**src/rtl/spi_master_if.sv**
```systemverilog
// if_wb: Wishbone bus bundle shared by the IO MMU and its peripheral slaves.
interface if_wb;
  logic        cyc;
  logic        stb;
  logic        we;
  logic [31:0] adr;
  logic [31:0] dat_i;
  logic [31:0] dat_o;
  logic [3:0]  sel;
  logic        ack;
  logic        stall;
  modport master (output cyc, stb, we, adr, dat_i, sel, input dat_o, ack, stall);
  modport slave  (input cyc, stb, we, adr, dat_i, sel, output dat_o, ack, stall);
endinterface

```
**src/rtl/spi_master.sv**
```systemverilog
// spi_master: Wishbone-slave SPI master, mode 0, MSB first, 8-bit frames, with done interrupt.
module spi_master #(
  parameter logic [7:0] DIV_RESET = 8'd12
) (
  input  logic clk_i,
  input  logic rst_i,
  if_wb.slave  bus,
  output logic sclk,
  output logic mosi,
  input  logic miso,
  output logic sd_ss,
  output logic eth_ss,
  output logic interrupt
);
  typedef enum logic [1:0] {IDLE, LEAD, TRAIL} state_t;
  state_t      state_q, state_d;
  logic        ack_q, ack_d, done_q, done_d, irq_en_q, irq_en_d;
  logic        sclk_q, sclk_d, mosi_q, mosi_d, sd_ss_q, sd_ss_d, eth_ss_q, eth_ss_d;
  logic [31:0] dat_o_q, dat_o_d;
  logic [7:0]  div_q, div_d, divw_q, divw_d, tx_q, tx_d, rxshift_q, rxshift_d, rxdata_q, rxdata_d;
  logic [7:0]  divcnt_q, divcnt_d;
  logic [2:0]  bitcnt_q, bitcnt_d;
  logic        busy, req, tick, unused_bus;
  assign busy       = state_q != IDLE;
  assign req        = bus.cyc & bus.stb & ~ack_q;
  assign tick       = divcnt_q == divw_q;
  assign unused_bus = ^{bus.sel, bus.adr[31:1]};
  assign bus.ack    = ack_q;
  assign bus.dat_o  = dat_o_q;
  assign bus.stall  = 1'b0;
  assign sclk       = sclk_q;
  assign mosi       = mosi_q;
  assign sd_ss      = sd_ss_q;
  assign eth_ss     = eth_ss_q;
  assign interrupt  = done_q & irq_en_q;
  always_ff @(posedge clk_i) begin
    if (rst_i) begin
      state_q   <= IDLE;
      ack_q     <= 1'b0;
      dat_o_q   <= '0;
      done_q    <= 1'b0;
      irq_en_q  <= 1'b0;
      sclk_q    <= 1'b0;
      mosi_q    <= 1'b0;
      sd_ss_q   <= 1'b1;
      eth_ss_q  <= 1'b1;
      div_q     <= DIV_RESET;
      divw_q    <= DIV_RESET;
      tx_q      <= '0;
      rxshift_q <= '0;
      rxdata_q  <= '0;
      divcnt_q  <= '0;
      bitcnt_q  <= '0;
    end else begin
      state_q   <= state_d;
      ack_q     <= ack_d;
      dat_o_q   <= dat_o_d;
      done_q    <= done_d;
      irq_en_q  <= irq_en_d;
      sclk_q    <= sclk_d;
      mosi_q    <= mosi_d;
      sd_ss_q   <= sd_ss_d;
      eth_ss_q  <= eth_ss_d;
      div_q     <= div_d;
      divw_q    <= divw_d;
      tx_q      <= tx_d;
      rxshift_q <= rxshift_d;
      rxdata_q  <= rxdata_d;
      divcnt_q  <= divcnt_d;
      bitcnt_q  <= bitcnt_d;
    end
  end
  always_comb begin
    state_d   = state_q;
    ack_d     = req;
    dat_o_d   = !req ? 32'b0 : bus.adr[0] ? {16'b0, div_q, 3'b0, irq_en_q, done_q, eth_ss_q, sd_ss_q, busy}
                                          : {24'b0, rxdata_q};
    done_d    = done_q;
    irq_en_d  = irq_en_q;
    sclk_d    = sclk_q;
    mosi_d    = mosi_q;
    sd_ss_d   = sd_ss_q;
    eth_ss_d  = eth_ss_q;
    div_d     = div_q;
    divw_d    = divw_q;
    tx_d      = tx_q;
    rxshift_d = rxshift_q;
    rxdata_d  = rxdata_q;
    divcnt_d  = divcnt_q;
    bitcnt_d  = bitcnt_q;
    if (req && bus.we && bus.adr[0]) begin
      sd_ss_d  = bus.dat_i[1];
      eth_ss_d = bus.dat_i[2];
      irq_en_d = bus.dat_i[4];
      div_d    = busy ? div_q : bus.dat_i[15:8];
      done_d   = bus.dat_i[3] ? 1'b0 : done_d;
    end
    if (req && !bus.we && !bus.adr[0]) done_d = 1'b0;
    case (state_q)
      IDLE: begin
        sclk_d = 1'b0;
        if (req && bus.we && !bus.adr[0]) begin
          tx_d     = bus.dat_i[7:0];
          divw_d   = div_q;
          done_d   = 1'b0;
          divcnt_d = '0;
          bitcnt_d = '0;
          mosi_d   = bus.dat_i[7];
          state_d  = LEAD;
        end
      end
      LEAD: begin
        divcnt_d = tick ? 8'd0 : divcnt_q + 8'd1;
        if (tick) begin
          sclk_d    = 1'b1;
          rxshift_d = {rxshift_q[6:0], miso};
          state_d   = TRAIL;
        end
      end
      default: begin
        divcnt_d = tick ? 8'd0 : divcnt_q + 8'd1;
        if (tick) begin
          sclk_d = 1'b0;
          // Completion sets done after any same-cycle clear so the set wins.
          if (bitcnt_q == 3'd7) begin
            rxdata_d = rxshift_q;
            done_d   = 1'b1;
            state_d  = IDLE;
          end else begin
            bitcnt_d = bitcnt_q + 3'd1;
            mosi_d   = tx_q[3'd6 - bitcnt_q];
            state_d  = LEAD;
          end
        end
      end
    endcase
  end
endmodule

```
**src/flat_wrapper.sv**
```systemverilog
// flat-port wrapper written by rule: the top's interface ports become plain ports
module spi_master_flat 
#(
  parameter logic [7:0] DIV_RESET = 8'd12
)
  (clk_i, rst_i, sclk, mosi, miso, sd_ss, eth_ss, interrupt, bus_cyc, bus_stb, bus_we, bus_adr, bus_dat_i, bus_sel, bus_dat_o, bus_ack, bus_stall);
  if_wb bus_i ();
  input  logic clk_i;
  input  logic rst_i;
  output logic sclk;
  output logic mosi;
  input  logic miso;
  output logic sd_ss;
  output logic eth_ss;
  output logic interrupt;
  input wire logic [$bits(bus_i.cyc)-1:0] bus_cyc;
  input wire logic [$bits(bus_i.stb)-1:0] bus_stb;
  input wire logic [$bits(bus_i.we)-1:0] bus_we;
  input wire logic [$bits(bus_i.adr)-1:0] bus_adr;
  input wire logic [$bits(bus_i.dat_i)-1:0] bus_dat_i;
  input wire logic [$bits(bus_i.sel)-1:0] bus_sel;
  output wire logic [$bits(bus_i.dat_o)-1:0] bus_dat_o;
  output wire logic [$bits(bus_i.ack)-1:0] bus_ack;
  output wire logic [$bits(bus_i.stall)-1:0] bus_stall;
  assign bus_i.cyc = bus_cyc;
  assign bus_i.stb = bus_stb;
  assign bus_i.we = bus_we;
  assign bus_i.adr = bus_adr;
  assign bus_i.dat_i = bus_dat_i;
  assign bus_i.sel = bus_sel;
  assign bus_dat_o = bus_i.dat_o;
  assign bus_ack = bus_i.ack;
  assign bus_stall = bus_i.stall;
  spi_master #(.DIV_RESET(DIV_RESET)) u_core (.clk_i(clk_i), .rst_i(rst_i), .bus(bus_i), .sclk(sclk), .mosi(mosi), .miso(miso), .sd_ss(sd_ss), .eth_ss(eth_ss), .interrupt(interrupt));
endmodule
```
**config.mk**
```make
export PLATFORM = sky130hd
export DESIGN_NAME = spi_master_flat
export DESIGN_NICKNAME = d
export VERILOG_FILES = /design/src/rtl/spi_master_if.sv /design/src/rtl/spi_master.sv /design/src/flat_wrapper.sv
export SDC_FILE = /design/constraint.sdc
export NUM_CORES = 1
export LEC_CHECK = 0
export BUFFER_PORTS_ARGS = -buffer_cell sky130_fd_sc_hd__buf_2
export CORE_MARGIN = 3
export CORE_UTILIZATION = 53
export DETAILED_ROUTE_END_ITERATION = 16
export GPL_ROUTABILITY_DRIVEN = 0
export PLACE_DENSITY = 0.84
export SLEW_MARGIN = 20
export SYNTH_ARGS = -nofsm -noshare
export SYNTH_HDL_FRONTEND = slang
export SYNTH_SLANG_ARGS = --single-unit
export TNS_END_PERCENT = 20
```
**constraint.sdc**
```tcl
create_clock -name clk_i -period 4 [get_ports clk_i]
set_input_delay 0.8 -clock clk_i [delete_from_list [all_inputs] [get_ports clk_i]]
set_output_delay 0.8 -clock clk_i [all_outputs]
set_load 0.005 [all_outputs]
```
==> impl_metrics.tcl, run 1 <==
set metrics [dict create \
    min_path_type "register to register" \
    synth-main-ff-cell "dfxtp_1" \
    slew_headroom_pct 53.16 \
    drc 0 \
    die_w_um 82.86 \
    syn2layout_area_growth_pct 14.31 \
    routed_via_density 5.236 \
    hpwl_um 4157 \
    clock_latency_ps 350 \
    seq_area_frac_synth_pct 48.60 \
    dieArea_um2 6865 \
    postCtsHoldBufs 0 \
    drive_above_1_share_pct 17.88 \
    ir_drop_uv 279.3 \
    cts_sinks 76 \
    synth_common_cells "dfxtp_1, nand2_1, nor2_1" \
    final_cell_area_um2 3578 \
    outcome "finished, final reports clean" \
    firstDrtPassIters 4 \
    wl_met1_um 2667 \
    design.core.area_um2 5608 \
    finalCritPeriodShare_pct 49.82 \
    critPathSlowestCell "nand4b_1" \
    async_reset_ff_share_pct 0 \
    cts-root-buf "clkbuf_8" \
    path_max_fanout 10 \
    arrival_ps 2230 \
    grt_max_degree 34 \
    critPathKind "register to register" \
    placed_area_um2 3317 \
    cts_setup_buffers 0 \
    diodes 0 \
    synth_top_area_share_pct 48.60 \
    cts_buffers 9 \
    p_leak_nw 1.517 \
    dr_wl_met3_um 395 \
    setup_viol 0 \
    wl_met2_um 2989 \
    ys_seq_elements 76 \
    synth.distinct_cells 50 \
    crit_path_cell_trace "xnor2_1 > and4_1 > nand4b_1 > mux2i_1 > nor2_1" \
    top_layer_used "met4" \
    netlist_area_um2 3131 \
    rsz0062_at_grt "no" \
    cts_resized 0 \
    detail-route-antenna-nets 0 \
    critPathLaunchType "register" \
    clockBufferDepth 2 \
    wl_per_cell_um 13.53 \
    drv_slew 0 \
    grt_pass1_vias 2413 \
    crit_family "simple AND/OR/NAND/NOR gates" \
    clk_pin_slew_ps 80 \
    finalSetupTns_ps 0 \
    syn-mean-instance-area_um2 9.207 \
    routed_wl_um 6195 \
    die_height_um 82.86 \
    netlist_instances 340 \
    hold_viol 0 \
    vias 2398 \
    place.port_buffers 44 \
    p_per_area_nw_per_um2 444.0 \
    synth_edf_count 0 \
    fin_nets 460 \
    rows 27 \
    ys_top_cells_by_area "dfxtp_1, mux2i_1, nand2_1" \
    critPathCaptureType "register" \
    crit_required_ps 4230 \
    max_stage_delay_ps 580 \
    fin_crit_ps 1993 \
    drtIter0Drc 123 \
    cts_tree "done" \
    io_pins 113 \
    ctsHtreeMaxLevel 3 \
    worst_pin_slew_ps 700.6 \
    grt_pass1_wl_um 10820 \
    fmax_mhz 501.8 \
    fin_skew_ps 9.843 \
    yosys_warnings 0 \
    grt_antenna_before_repair 0 \
    synth.largest_area_cell "dfxtp_1" \
    drv_cap 0 \
    start_util_pct 55.82 \
    worst-path-buf-inv 0 \
    grt_overflow 0 \
    yosysMostFrequentCell "dfxtp_1" \
    grt_use_total_pct 19.33 \
]
## worst reg2reg max path: stages (launching register included)
cell and delay, ps:
dfxtp_1 430, xnor2_1 170, and4_1 280, nand4b_1 580, mux2i_1 350, nor2_1 60
## where the power goes
| group | switching (mW) | total (mW) | internal (mW) |
|---|---|---|---|
| clock | 0.279 | 0.754 | 0.476 |
| sequential | 0.00577 | 0.770 | 0.764 |
| combinational | 0.0408 | 0.0646 | 0.0238 |
| total | 0.325 | 1.59 | 1.26 |
## layout by cell type (no fill, tap or decap), drive strengths merged, types with 9 or more instances in the layout
cell type and instances:
and2 12, nor2 35, nand2 55, a21oi 28, clkbuf 9, buf 46
xnor2 9, dfxtp 76, nand3 10, conb 17, mux2i 26
## flip-flops by register name (all words and copies together) (netlist names)
register and cells:
u_core.sd_ss 1, u_core.bus.dat_o 16, u_core.divw_q 8, u_core.bitcnt_q 3, u_core.div_q 8, u_core.irq_en_q 1
u_core.rxshift_q 8, u_core.done_q 1, u_core.bus.ack 1, u_core.sclk 1, u_core.divcnt_q 8, u_core.state_q 2
u_core.rxdata_q 8, u_core.mosi 1, u_core.eth_ss 1, u_core.tx_q 8
## routing by layer
layer	vias up	global-route usage, %
li1	1201	-
met1	1116	22.70
met2	66	31.41
met3	15	7.341
met4	0	8.470
met5	-	0
## through the flow
stage / setup slack, ps / hold WS, ps / cells / total power [mW] / util [%]
after global placement: 1703 / 439.4 / 443 / 0.8495 / 59.15
after floorplan: 2033 / 429.1 / 356 / 0.8397 / -
after global routing: 1838 / 490.7 / 458 / 1.651 / 63.81
after CTS: 1994 / 455.7 / 458 / 1.602 / 63.81
final: 2007 / 456.1 / 458 / 1.589 / 63.81
after detailed placement: 1657 / 444.1 / 443 / 0.8516 / 59.15
## logic make-up (layout without fill, tap and decap cells)
group           after synthesis  count (layout)  share of synthesized area (%)
other cells                   1              17                         0.1198
flops                        76              76                          48.60
mux                          27              27                          9.033
simple gates                139             139                          21.22
xor+xnor                     10              10                          2.798
compound gates               50              50                          10.03
buf+inv                      33              63                          6.595
fa+ha+maj                     4               4                          1.599
## worst paths after layout
path,depth (start not counted),slack [ps],endpoint,startpoint
worst max-delay path,5,2010,u_core.rxshift_q[0],u_core.divcnt_q[0]
worst min-delay path,2,460,u_core.tx_q[1],u_core.tx_q[1]
worst max register to register,5,2010,u_core.rxshift_q[0],u_core.divcnt_q[0]
worst min register to register,2,460,u_core.tx_q[1],u_core.tx_q[1]
## cell type report
| class | instances | area [µm²] |
|---|---|---|
| fillers | 477 | 2029 |
| clock buffers | 9 | 123.9 |
| inverters | 2 | 7.507 |
| repair buffers | 46 | 235.2 |
| flip-flops and latches | 76 | 1521 |
| well taps | 72 | 90.09 |
| multi-input cells | 247 | 1463 |
| clock inverters | 6 | 137.6 |
No activity file was read; power rests on OpenSTA's default activity.
==> run 2, diff against run 1 <==
Settings changed: CORE_UTILIZATION 53 to 49, PLACE_DENSITY 0.84 to 0.78.
Clock period 4 ns to 1.85 ns, I/O delays scaled along.
==> impl_metrics.tcl, run 2 (synthesis results as in run 1) <==
set metrics [dict create \
    clockBufferDepth 2 \
    firstDrtPassIters 6 \
    clk_pin_slew_ps 90 \
    finalCritPeriodShare_pct 90.56 \
    detail-route-antenna-nets 0 \
    place.port_buffers 44 \
    critPathLaunchType "register" \
    largest_reg_flops 16 \
    setup_ws_ps 174.6 \
    die_w_um 85.93 \
    arrival_ps 1950 \
    use_met1_pct 22.08 \
    outcome "finished, final reports clean" \
    grt_use_met2_pct 28.87 \
    reg2reg_depth 6 \
    layout_common_cells "dfxtp_1, nand2_1, buf_2" \
    hold_end "u_core.div_q[2]" \
    postCtsHoldBufs 0 \
    switching_power_mw 0.7747 \
    finalSetupTns_ps 0 \
    syn2layout_area_growth_pct 15.91 \
    wl_per_cell_um 12.65 \
    r2r_slack_ps 170 \
    power.internal_mw 2.366 \
    fin_crit_ps 1675 \
    critPathSlowestCell "dfxtp_1" \
    crit_required_ps 2120 \
    start_util_pct 51.65 \
    cts_resized 0 \
    drc 0 \
    cts_sinks 76 \
    seqPwrFrac_pct 53.0 \
    diodes 0 \
    busiest_layer "met2" \
    clock_latency_ps 360 \
    hpwl_um 4268 \
    fillerInstances 517 \
    dp_slack_ps 168.1 \
    final_cell_area_um2 3628 \
    rr_endpoint "u_core.state_q[0]" \
    min_path_type "input pin to register" \
    use_met3_pct 5.283 \
    p_per_area_nw_per_um2 865.6 \
    io_pins 113 \
    swShare_pct 24.67 \
    hold_viol 0 \
    grt_antenna_before_repair 0 \
    rows 28 \
    final_cells 475 \
    r2r-start "u_core.divcnt_q[2]" \
    die_height_um 85.93 \
    whs_path_depth 3 \
    cts-root-buf "clkbuf_8" \
    ctsHtreeMaxLevel 3 \
    placed_area_um2 3411 \
    grt_pass1_vias 2285 \
    p_comb_share_pct 4.7 \
    vias 2381 \
    dieArea_um2 7384 \
    drtIter0Drc 114 \
    fin_skew_ps 12.81 \
    setup_viol 0 \
    dp.cells 458 \
    design.core.area_um2 6061 \
    grt_max_degree 33 \
    clkPwrFrac_pct 42.3 \
    grt_use_total_pct 17.88 \
    drive_above_1_share_pct 20.75 \
    critPathKind "register to register" \
    drv_cap 0 \
    whs_ps 219.9 \
    max_stage_delay_ps 430 \
    routed_wl_um 6009 \
    critPathCaptureType "register" \
    drv_slew 0 \
    p_leak_nw 1.558 \
    cts_tree "done" \
    grt_overflow 0 \
    crit_path_cell_trace "xnor2_1 > nand4_1 > buf_4 > o22ai_1 > nor2_1 > a211oi_1" \
    path_max_fanout 6 \
    cts_setup_buffers 0 \
    final_common_cell "dfxtp_1" \
    grt_pass1_wl_um 10530 \
    fmax_mhz 596.9 \
    routed_via_density 5.013 \
    fin_nets 473 \
    cts_buffers 9 \
    ir_drop_uv 674.0 \
    hp-start "bus_dat_i[10]" \
]
-- run 2: area by class of cell --
| type | instances | area (µm²) | share of cell area [%] |
|---|---|---|---|
| multi-input combinational | 247 | 1463 | 40.31 |
| clock inverter | 7 | 86.33 | 2.379 |
| inverter | 2 | 7.507 | 0.2069 |
| tap | 75 | 93.84 | 2.586 |
| sequential | 76 | 1521 | 41.93 |
| timing repair buffer | 59 | 332.8 | 9.172 |
| clock buffer | 9 | 123.9 | 3.414 |
-- run 2: power groups by stage --
stage	registers [mW]	clock network (mW)	logic, mW
2_1_floorplan	1.70	0	0.114
3_3_place_gp	1.70	0	0.145
3_5_place_dp	1.70	0	0.147
4_1_cts	1.66	1.37	0.147
5_1_grt	1.67	1.44	0.167
6_report	1.66	1.33	0.148
-- run 2: worst max path at each step --
stage,start,endpoint,slack [ps],cells after the start
6_report,u_core.divcnt_q[2],u_core.state_q[0],170,6
5_1_grt,u_core.divcnt_q[2],u_core.rxdata_q[4],-4,6
2_1_floorplan,bus_cyc,u_core.bitcnt_q[0],310,6
4_1_cts,u_core.divcnt_q[2],u_core.rxdata_q[6],170,6
3_5_place_dp,bus_stb,u_core.mosi,170,6
3_3_place_gp,bus_stb,u_core.mosi,180,6
-- run 2: per-stage QoR --
| step | utilization, % | power [mW] |
|---|---|---|
| final | 59.87 | 3.141 |
| after global routing | 59.87 | 3.271 |
| after CTS | 59.74 | 3.179 |
| after detailed placement | 56.28 | 1.849 |
| after global placement | 56.28 | 1.847 |
| after floorplan | - | 1.816 |
-- run 2: metal layers --
metal	up-vias	part of all wire (%)	wire [µm]
li1	1230	-	-
met1	1079	46	2773
met2	59	46	2774
met3	13	5.6	337
met4	0	2.1	124
met5	-	0	0
-- run 2: worst max-delay path: cells and delay by family (launching register included) --
| family | cells | cell delay, ps |
|---|---|---|
| and+or+nand+nor | 2 | 310 |
| xor gates and xnor gates | 1 | 160 |
| DFF | 1 | 430 |
| buffers and inverters | 1 | 200 |
| AOI/OAI and AO/OA | 2 | 490 |
==> run 3, diff against run 2 <==
Settings changed: BUFFER_PORTS_ARGS -buffer_cell sky130_fd_sc_hd__buf_2 to unset, CORE_UTILIZATION 49 to 55, DONT_BUFFER_PORTS set to 1, PLACE_DENSITY 0.78 to 0.69.
Clock period 1.85 ns to 1.55 ns, I/O delays scaled along.
==> impl_metrics.tcl, run 3 (synthesis results as in run 1) <==
set metrics [dict create \
    outcome "finished with violations" \
    violations "negative setup slack" \
    worst_pin_slew_ps 517.6 \
    critPathKind "register to register" \
    drc 0 \
    grt_overflow 0 \
    hpwl_um 4312 \
    setup_ws_ps -7.545 \
    crit_required_ps 1800 \
    p_leak_nw 1.477 \
    wl_per_cell_um 15.04 \
    crit_path_start "u_core.divcnt_q[4]" \
    start_util_pct 59.04 \
    grt_pass1_vias 2235 \
    slew_headroom_pct 65.36 \
    final_cell_area_um2 3730 \
    p_per_area_nw_per_um2 982.9 \
    finalSetupTns_ps -8.897 \
    dp_slack_ps -0.7604 \
    syn2layout_area_growth_pct 19.14 \
    final_common_cell "dfxtp_1" \
    fillerInstances 422 \
    drv_cap 0 \
    dieArea_um2 6633 \
    die_w_um 81.45 \
    r2r-start "u_core.divcnt_q[4]" \
    grt_pass1_wl_um 10630 \
    arrival_ps 1810 \
    io_pins 113 \
    largest_reg_flops 16 \
    grt_use_met2_pct 33.88 \
    firstDrtPassIters 4 \
    ir_drop_uv 543.5 \
    detail-route-antenna-nets 0 \
    clockBufferDepth 2 \
    grt_use_total_pct 21.21 \
    diodes 0 \
    drtIter0Drc 75 \
    ctsHtreeMaxLevel 3 \
    routed_wl_um 6723 \
    post-route-util_pct 70.34 \
    rr_endpoint "u_core.rxdata_q[2]" \
    finalCritPeriodShare_pct 100.5 \
    clock_latency_ps 350 \
    cts_sinks 76 \
    fin_nets 450 \
    clk_pin_slew_ps 80 \
    fmax_mhz 642.0 \
    critPathLaunchType "register" \
    rsz0062_at_grt "yes" \
    critPathCaptureType "register" \
    use_met1_pct 25.50 \
    use_met3_pct 6.579 \
    setup_viol 2 \
    hold_viol 0 \
    critPathCapture "u_core.rxdata_q[2]" \
    rows 26 \
    vias 2379 \
    r2r_slack_ps -8 \
    path_max_fanout 5 \
    fin_crit_ps 1558 \
    cts_tree "done" \
    busiest_layer "met2" \
    drv_slew 0 \
    cts_buffers 9 \
    die_height_um 81.45 \
    grt_max_degree 58 \
    grt_antenna_before_repair 0 \
    layout_common_cells "dfxtp_1, nand2_1, nor2_1" \
    routed_via_density 5.322 \
    reg2reg_depth 6 \
    power_mw 3.666 \
    drive_above_1_share_pct 24.14 \
    design.core.area_um2 5303 \
    place.port_buffers 0 \
    cts-root-buf "clkbuf_8" \
    min_path_type "input pin to register" \
    fin_skew_ps 10.80 \
    placed_area_um2 3297 \
]
run 3: how the worst min path moves through the flow:
stage / cells past startpoint / startpoint / slack, ps / end
2_1_floorplan: 1 / u_core.rxdata_q[5] / 430 / u_core.bus.dat_o[5]
3_3_place_gp: 1 / rst_i / 380 / u_core.state_q[1]
3_5_place_dp: 1 / rst_i / 390 / u_core.tx_q[0]
4_1_cts: 1 / rst_i / 2 / u_core.divw_q[5]
5_1_grt: 1 / rst_i / 1 / u_core.state_q[0]
6_report: 1 / rst_i / 20 / u_core.state_q[0]
run 3: cell type report:
class,instances,area (µm²),area share [%]
clock buffer,11,141.4,3.791
clock inverter,5,60.06,1.610
inverter,2,7.507,0.2013
sequential,76,1546,41.46
tap,70,87.58,2.348
multi-input combinational,247,1599,42.87
timing repair buffer,36,287.8,7.716
run 3: timing repair:
action | in CTS | in global routing
buffers inserted | 1 | 1
endpoints found under the hold margin | 1 | 4
gates resized for setup | 18 | 32
cloned | 1 | 0
setup endpoints to repair | 12 | 26
pin swaps | 3 | 8
hold buffers | 1 | 3
run 3: report_power, final:
part | internal [mW] | switching [mW] | total, mW
logic | 0.0680 | 0.0803 | 0.148
registers | 1.97 | 0.0171 | 1.99
clock network | 0.794 | 0.739 | 1.53
total | 2.83 | 0.836 | 3.67
run 3: per-layer routing:
metal / vias up / part of all wire, %
met4: 0 / 1.9
li1: 1186 / -
met3: 13 / 6.7
met1: 1119 / 43
met2: 61 / 49
met5: - / 0
run 3: critical path, cell delays in order (launching register included):
cell and delay (ps):
dfxtp_2 340, xnor2_2 180, nand4_1 210, nor3_2 270
buf_4 210, mux2i_1 190, nor2_1 60
run 3: metrics by stage:
stage / hold slack, ps / instances
final: 15.38 / 447
after global routing: 1.078 / 447
after CTS: 2.251 / 443
after detailed placement: 385.7 / 424
after global placement: 384.7 / 424
after floorplan: 429.1 / 356
